--- src/rtl/bnn_param_loader.sv ---
// Nibble-to-serial loader for the BNN neuron parameter shift chain (MSB-first).
// Optional running-parity output is enabled by defining BNN_LOADER_PARITY_EN.
module bnn_param_loader #(
    parameter  int PARAM_BITS = 72,
    localparam int CNT_W      = $clog2(PARAM_BITS + 1)
) (
    input  logic       clk,
    input  logic       rst_n,
    input  logic       start,
    input  logic       abort,
    input  logic       nib_valid,
    input  logic [3:0] nib_data,
    output logic       nib_ready,
    output logic       setup,
    output logic       param_out,
    output logic       busy,
`ifdef BNN_LOADER_PARITY_EN
    output logic       done,
    output logic       parity
`else
    output logic       done
`endif
);

    typedef enum logic [1:0] {
        IDLE  = 2'd0,
        LOAD  = 2'd1,
        SHIFT = 2'd2,
        DONE  = 2'd3
    } state_e;

    localparam logic [CNT_W-1:0] BITS_FULL = CNT_W'(PARAM_BITS);
    localparam logic [CNT_W-1:0] BITS_ONE  = CNT_W'(1);

    state_e           state_q, state_d;
    logic [CNT_W-1:0] bits_left_q, bits_left_d;
    logic [3:0]       shreg_q, shreg_d;
    logic [1:0]       sub_q, sub_d;
`ifdef BNN_LOADER_PARITY_EN
    logic             parity_q, parity_d;
`endif

    // State and datapath registers
    always_ff @(posedge clk or negedge rst_n) begin
        if (!rst_n) begin
            state_q     <= IDLE;
            bits_left_q <= '0;
            shreg_q     <= 4'h0;
            sub_q       <= 2'd0;
`ifdef BNN_LOADER_PARITY_EN
            parity_q    <= 1'b0;
`endif
        end else begin
            state_q     <= state_d;
            bits_left_q <= bits_left_d;
            shreg_q     <= shreg_d;
            sub_q       <= sub_d;
`ifdef BNN_LOADER_PARITY_EN
            parity_q    <= parity_d;
`endif
        end
    end

    // Next-state and datapath update
    always_comb begin
        state_d     = state_q;
        bits_left_d = bits_left_q;
        shreg_d     = shreg_q;
        sub_d       = sub_q;
`ifdef BNN_LOADER_PARITY_EN
        parity_d    = parity_q;
`endif
        case (state_q)
            IDLE: begin
                if (start) begin
                    state_d     = LOAD;
                    bits_left_d = BITS_FULL;
`ifdef BNN_LOADER_PARITY_EN
                    parity_d    = 1'b0;
`endif
                end else begin
                    state_d = IDLE;
                end
            end
            LOAD: begin
                // Abort takes priority so a coincident nibble is never consumed
                if (abort) begin
                    state_d = IDLE;
                end else if (nib_valid) begin
                    shreg_d = nib_data;
                    sub_d   = 2'd0;
                    state_d = SHIFT;
                end else begin
                    state_d = LOAD;
                end
            end
            SHIFT: begin
                shreg_d     = {shreg_q[2:0], 1'b0};
                sub_d       = sub_q + 2'd1;
                bits_left_d = bits_left_q - BITS_ONE;
`ifdef BNN_LOADER_PARITY_EN
                parity_d    = parity_q ^ shreg_q[3];
`endif
                // Reaching the last chain bit drops any unshifted nibble remainder
                if (abort) begin
                    state_d = IDLE;
                end else if (bits_left_q == BITS_ONE) begin
                    state_d = DONE;
                end else if (sub_q == 2'd3) begin
                    state_d = LOAD;
                end else begin
                    state_d = SHIFT;
                end
            end
            DONE: begin
                state_d = IDLE;
            end
            default: begin
                state_d = IDLE;
            end
        endcase
    end

    assign nib_ready = (state_q == LOAD);
    assign setup     = (state_q == SHIFT);
    assign param_out = (state_q == SHIFT) & shreg_q[3];
    assign busy      = (state_q == LOAD) | (state_q == SHIFT);
    assign done      = (state_q == DONE);
`ifdef BNN_LOADER_PARITY_EN
    assign parity    = parity_q;
`endif

endmodule

--- config.mk ---
export PLATFORM = sky130hd
export DESIGN_NAME = bnn_param_loader
export DESIGN_NICKNAME = d
export VERILOG_FILES = /design/src/rtl/bnn_param_loader.sv
export SDC_FILE = /design/constraint.sdc
export NUM_CORES = 1
export LEC_CHECK = 0
export CAP_MARGIN = 20
export CORE_MARGIN = 2
export CORE_UTILIZATION = 46
export CTS_BUF_LIST = sky130_fd_sc_hd__clkbuf_16
export DETAILED_ROUTE_END_ITERATION = 8
export GPL_TIMING_DRIVEN = 0
export PLACE_DENSITY = 0.84
export SLEW_MARGIN = 15
export SYNTH_ARGS = -nofsm -noshare
export SYNTH_HDL_FRONTEND = slang
export SYNTH_SLANG_ARGS = --single-unit
--- constraint.sdc ---
create_clock -name clk -period 2 [get_ports clk]
set_clock_uncertainty 0.15 [all_clocks]
set_input_delay 0.4 -clock clk [delete_from_list [all_inputs] [get_ports clk]]
set_output_delay 0.4 -clock clk [all_outputs]
set_load 0.03 [all_outputs]
==> impl_metrics.csv, run 1 <==
group,metric,value,unit
outcome,outcome,"finished, final reports clean",
setup_path,cpMaxStageDelayCell,"dfrtp_1",
setup_path,crit_path_max_incr_delay,0.41,ns
detailed_routing,vias_per_cell,5.301,
layout,fillers,134,
clocking,cts_max_path_buffers,2,
global_routing,grt_max_degree,16,
setup_path,r2r-end,"shreg_q[1]",
floorplanning,core.rowCount,15,
power,p_leak,0.0005465,µW
detailed_routing,vias,705,
layout,final_core_util,0.6709,
layout,most-common-layout-cells,"dfrtp_1, nand2_1, clkdlybuf4s50_1",
power,pwr-share-seq,0.402,
timing,hold_viol,0,
setup_path,cp.required,1.45,ns
floorplanning,ios,14,
setup_path,worstSetupEndpointType,"output port",
setup_path,cp_cell_sequence,"inv_1 > ha_1 > dlygate4sd2_1",
global_routing,grt_pass1_vias,671,
power,sw_frac_of_total,0.2741,
clocking,path_clk_slew,0.05,ns
floorplanning,fp.dieArea,0.002296,mm²
clocking,cts_tree,"done",
yosys,yosys.cell_types.count,26,
detailed_routing,antenna_left,0,
global_routing,grt_usage,0.1741,
timing,slew_headroom,0.5361,
layout,final_common_cell,"dfrtp_1",
timing,rsz0062_at_grt,"false",
layout,syn_to_final_growth,33.43,%
yosys,syn-num-nets,105,
min_path,holdPathEnd,"shreg_q[2]",
yosys,synth-compound-area-share,0.1058,
layout,finalNetCount,125,
detailed_routing,route.met2.wl,904,µm
placement,place.gp.congestion,0.7520,
power,pwr-share-comb,0.231,
detailed_routing,top_layer_used,"met4",
yosys,yosys_warnings,0,
detailed_routing,wl,1810,µm
yosys,ys.flop_type,"dfrtp_1",
detailed_routing,route.detailed.drc,0,
yosys,synth_top_family_by_area,"simple AND/OR/NAND/NOR gates",
power,p_per_area,870.8,mW/mm²
timing,post-route-period-util,0.9749,
global_routing,grt_pass1_wl,2835,µm
min_path,hp-start,"shreg_q[2]",
global_routing,antenna_found_initial,0,
yosys,synth_seq_area_share,0.4231,
timing,setup_slack,0.05030,ns
timing,setup_viol,0,
power,internal_power,748.2,µW
yosys,ys_async_sr_fraction,1.000,
clocking,htree_levels,1,
timing,tightest_slew,0.6937,ns
timing,timing.fmax,512.9,MHz
clocking,clk_latency,0.24,ns
detailed_routing,wl_met1,817,µm
global_routing,grt_overflow,0,
timing,slew_violations,0,
floorplanning,start_util,0.5028,
detailed_routing,wl_per_cell,13.61,µm
floorplanning,die_h,47.92,µm
yosys,syn_inst,89,
timing,hold_slack,0.3451,ns
yosys,syn_area,887.1,µm²
yosys,synth_simple_gate_area_frac,0.2003,
floorplanning,die_w,47.92,µm
setup_path,cp.arrival,1.40,ns
yosys,synth_edf_count,0,
min_path,min_path_type,"register to register",
detailed_routing,drt_pre_antenna_iters,4,
placement,dp_hpwl,1190,µm
timing,fin_setup_tns,0,ns
flow_run,drv_cap,0,
power,power_switching,282.6,µW
setup_path,rr_worst_depth,5,
yosys,synthMuxAreaShare,0.1382,
clocking,cts_root_buffer,"clkbuf_16",
yosys,synth_xor_xnor_area_share,0,
yosys,ys_ff_latch,15,
layout,antenna_cells,0,
power,ir_worst_vdd,0.0005871,V
setup_path,critPathMaxFanout,3,
layout,layout-drive-gt1-share,0.1852,
power,p_clk_frac,0.367,
clocking,cts_made_buffers,3,
placement,portBuffers,13,
floorplanning,coreArea,0.001764,mm²
setup_path,path_class,"register to output port",
setup_path,cp-start-kind,"register",
setup_path,rrSetupSlack,0.10,ns
yosys,avgSynthCellArea,9.967,µm²
detailed_routing,first_iter_violations,7,
detailed_routing,dr_wl_met3,56,µm
yosys,synth_fa_ha_area_frac,0.09873,
timing,post-route-min-period,1.950,ns
setup_path,regToRegStartpoint,"state_q[1]",
clocking,clock-sinks,15,
min_path,holdPathStages,1,
placement,dp_slack,-0.5238,ns
-- stage by stage --
step / total power (µW) / cells / instance area, µm²
finish: 1031 / 133 / 1184
global route: 1092 / 133 / 1184
CTS: 1025 / 131 / 1137
detailed placement: 645.0 / 127 / 1057
global placement: 630.7 / 127 / 1057
floorplan: 573.4 / 89 / 895.9
-- what timing repair did --
item	CTS	global route
hold buffers	0	0
resized for setup	8	12
setup endpoints to repair	8	8
buffers inserted	0	2
-- flip-flops by register name, indices dropped and copies added, names as in the netlist --
| register | count |
|---|---|
| shreg_q | 4 |
| sub_q | 2 |
| bits_left_q | 7 |
| state_q | 2 |
-- power by group through the flow --
stage / clock, µW / sequential (µW) / combinational (µW)
CTS: 386 / 412 / 227
floorplan: 0 / 402 / 171
global route: 401 / 423 / 268
detailed placement: 0 / 416 / 229
finish: 378 / 415 / 238
global placement: 0 / 410 / 221
-- worst max-delay path by stage --
stage | startpoint | depth (start not counted) | endpoint
floorplan | state_q[1] | 5 | shreg_q[1]
global placement | state_q[0] | 5 | param_out
detailed placement | state_q[0] | 5 | param_out
CTS | state_q[0] | 5 | param_out
global route | state_q[0] | 5 | param_out
finish | state_q[1] | 3 | busy
-- cells by family after synthesis --
kind of cell               after synthesis
muxes                                   11
adders and majority gates                7
AOI/OAI and AO/OA                       15
DFF                                     15
buffers and inverters                    8
and+or+nand+nor                         33
-- area by class of cell --
class | count | area [µm²] | share of cell area
flip-flops and latches | 15 | 375.4 | 0.3171
multi-input cells | 66 | 518.0 | 0.4376
clock inverters | 1 | 3.754 | 0.003171
inverters | 6 | 22.52 | 0.01903
well taps | 25 | 31.28 | 0.02643
clock buffers | 3 | 75.07 | 0.06342
plain buffers | 2 | 16.27 | 0.01374
repair buffers | 15 | 141.4 | 0.1195
-- synthesized netlist by cell type (2+ instances only) --
cell type / instances / area [µm²]
mux2i_1: 3 / 30.03
clkbuf_1: 2 / 7.510
a31oi_1: 3 / 18.77
nor2_1: 4 / 15.01
nand2b_1: 4 / 25.02
mux2_2: 7 / 78.83
ha_1: 7 / 87.58
nor2b_1: 5 / 31.28
nand2_1: 9 / 33.78
o21ai_0: 6 / 30.03
or3_1: 3 / 18.77
nand3_1: 3 / 15.01
inv_1: 6 / 22.52
dfrtp_1: 15 / 375.4
-- critical path, delay by kind of cell, from the launching register on --
family                   cells  cell delay (ns)
adder cells (fa/ha/maj)      1             0.27
buffers and inverters        2             0.48
flip-flops                   1             0.41
-- layer usage --
metal | GRT usage | up-vias
li1 | - | 352
met1 | 0.2356 | 336
met4 | 0.08108 | 0
met3 | 0.02264 | 5
met5 | 0 | -
met2 | 0.2747 | 12
Power figures use the tool's default switching activity.
==> inputs of run 2 (changes only) <==
--- a/config.mk
+++ b/config.mk
@@ -12,6 +12,7 @@
 export DETAILED_ROUTE_END_ITERATION = 8
 export GPL_TIMING_DRIVEN = 0
 export PLACE_DENSITY = 0.84
+export SKIP_LAST_GASP = 1
 export SLEW_MARGIN = 15
 export SYNTH_ARGS = -nofsm -noshare
 export SYNTH_HDL_FRONTEND = slang
==> run 2 against run 1 <==
  * The run now ends with negative setup slack left
  * Sequential power hardly changed
  * Die area did not move
  * Combinational power barely moved
  * Sequential cell count is the same
  * Cell count unchanged
  * Core utilization shrank 0.21 points
  * Sequential share of layout area is 0.10 points higher
  * Via count up 1.4%
  * Non-clock buffer count is the same
  * Setup slack worse by 0.057 ns
  * Wire length about the same
==> impl_metrics.csv, run 2 (synthesized netlist as in run 1, its figures left out) <==
group,metric,value,unit
layout,finalNetCount,125,
setup_path,worstSetupEndpointType,"output port",
floorplanning,ios,14,
timing,hold_slack,0.3451,ns
timing,setup_viol,1,
clocking,htree_levels,1,
timing,setup_slack,-0.006531,ns
detailed_routing,vias_per_cell,5.376,
setup_path,critPathMaxFanout,10,
global_routing,met2_usage,0.2747,
timing,timing.fmax,498.4,MHz
setup_path,cp.required,1.45,ns
layout,fillers,134,
detailed_routing,drt_pre_antenna_iters,4,
global_routing,use_met3,0.02264,
floorplanning,die_h,47.92,µm
clocking,cts_tree,"done",
detailed_routing,vias,715,
timing,post-route-min-period,2.007,ns
layout,layout-drive-gt1-share,0.1759,
clocking,clk_latency,0.24,ns
layout,reg_top3,"bits_left_q (7), shreg_q (4)",
clocking,path_clk_slew,0.05,ns
detailed_routing,route.detailed.drc,0,
clocking,clock-sinks,15,
power,p_per_area,872.0,mW/mm²
timing,tightest_slew,0.6953,ns
global_routing,grt_overflow,0,
global_routing,grt_max_degree,16,
layout,most-common-layout-cells,"dfrtp_1, nand2_1, clkdlybuf4s50_1",
floorplanning,coreArea,0.001764,mm²
global_routing,top_usage_layer,"met2",
timing,slew_headroom,0.5350,
timing,hold_viol,0,
clocking,cts_root_buffer,"clkbuf_16",
layout,largest_register,"bits_left_q",
clocking,cts_max_path_buffers,2,
global_routing,grt_pass1_vias,671,
layout,largest_register_ffs,7,
global_routing,grt_usage,0.1741,
detailed_routing,first_iter_violations,7,
power,p_leak,0.0005464,µW
placement,portBuffers,13,
floorplanning,die_w,47.92,µm
timing,post-route-period-util,1.003,
timing,slew_violations,0,
setup_path,path_class,"register to output port",
layout,design_area,0.001180,mm²
clocking,cts_hold_buf,0,
outcome,outcome,"complete, but fails checks",
timing,fin_setup_tns,-0.006531,ns
placement,dp_hpwl,1190,µm
layout,final_common_cell,"dfrtp_1",
setup_path,rrSetupSlack,0.11,ns
detailed_routing,wl,1809,µm
layout,antenna_cells,0,
setup_path,cp.arrival,1.46,ns
global_routing,grtUsageMet1,0.2356,
detailed_routing,antenna_left,0,
global_routing,antenna_found_initial,0,
flow_run,drv_cap,0,
placement,postPlaceCellArea,0.001057,mm²
detailed_routing,wl_per_cell,13.60,µm
timing,rsz0062_at_grt,"true",
global_routing,grt_pass1_wl,2835,µm
setup_path,cp-start-kind,"register",
floorplanning,start_util,0.5028,
power,ir_worst_vdd,0.0005880,V
floorplanning,core.rowCount,15,
outcome,violations,"negative setup slack",
layout,syn_to_final_growth,33.00,%
clocking,cts_made_buffers,3,
min_path,min_path_type,"register to register",
floorplanning,fp.dieArea,0.002296,mm²
placement,place.gp.congestion,0.7520,
-- run 2: changes by cell type in the layout (fill, tap and decap cells not counted) --
cell,delta
buf_4,+1
buf_6,-1
inv_2,-1
inv_1,+1
-- run 2: metal layers --
metal	vias to the layer above	wire, µm
met5	-	0
met4	0	38
met3	7	73
met2	18	896
met1	337	800
li1	353	-
-- run 2: final timing paths --
check	start	endpoint	depth (start not counted)
max in group asynchronous	rst_n	bits_left_q[5]	1
max reg2reg	state_q[1]	shreg_q[1]	5
min in group asynchronous	rst_n	bits_left_q[6]	1
min reg2reg	shreg_q[2]	shreg_q[2]	1
max	state_q[0]	param_out	5
min	shreg_q[2]	shreg_q[2]	1
-- run 2: power by group --
| part | leakage [µW] | total [µW] | switching [µW] | internal, µW |
|---|---|---|---|---|
| registers | 0.000191 | 414 | 48.2 | 366 |
| logic | 0.000313 | 237 | 119 | 118 |
| clock network | 0.0000423 | 378 | 114 | 264 |
-- run 2: worst max-delay path, cell delays in order (launching register included) --
cell,delay [ns]
dfrtp_1,0.40
inv_1,0.13
ha_4,0.19
buf_4,0.18
and2_1,0.13
clkbuf_4,0.18
-- run 2: what timing repair did --
item | in CTS | in global routing
setup buffers | 0 | 2
gates resized for setup | 8 | 10
hold endpoints to repair | 0 | 0
setup endpoints to repair | 8 | 8
pin swaps | 0 | 0
-- run 2: final cells by class --
cell class	count	area, µm²	share of cell area
Buffer	2	12.51	0.01060
Sequential cell	15	375.4	0.3181
Timing Repair Buffer	15	141.4	0.1198
Clock buffer	3	75.07	0.06363
Multi-Input combinational cell	66	518.0	0.4390
Inverter	6	22.52	0.01909
Tap cell	25	31.28	0.02651
Clock inverter	1	3.754	0.003181
-- run 2: stage by stage --
step / setup WS (ns) / instances / utilization / total power [µW]
2_1_floorplan: 0.008983 / 89 / - / 573.4
3_3_place_gp: -0.5164 / 127 / 0.5993 / 630.7
3_5_place_dp: -0.5238 / 127 / 0.5993 / 645.0
4_1_cts: -0.2203 / 131 / 0.6447 / 1025
5_1_grt: -0.08718 / 133 / 0.6688 / 1089
6_report: -0.006531 / 133 / 0.6688 / 1029
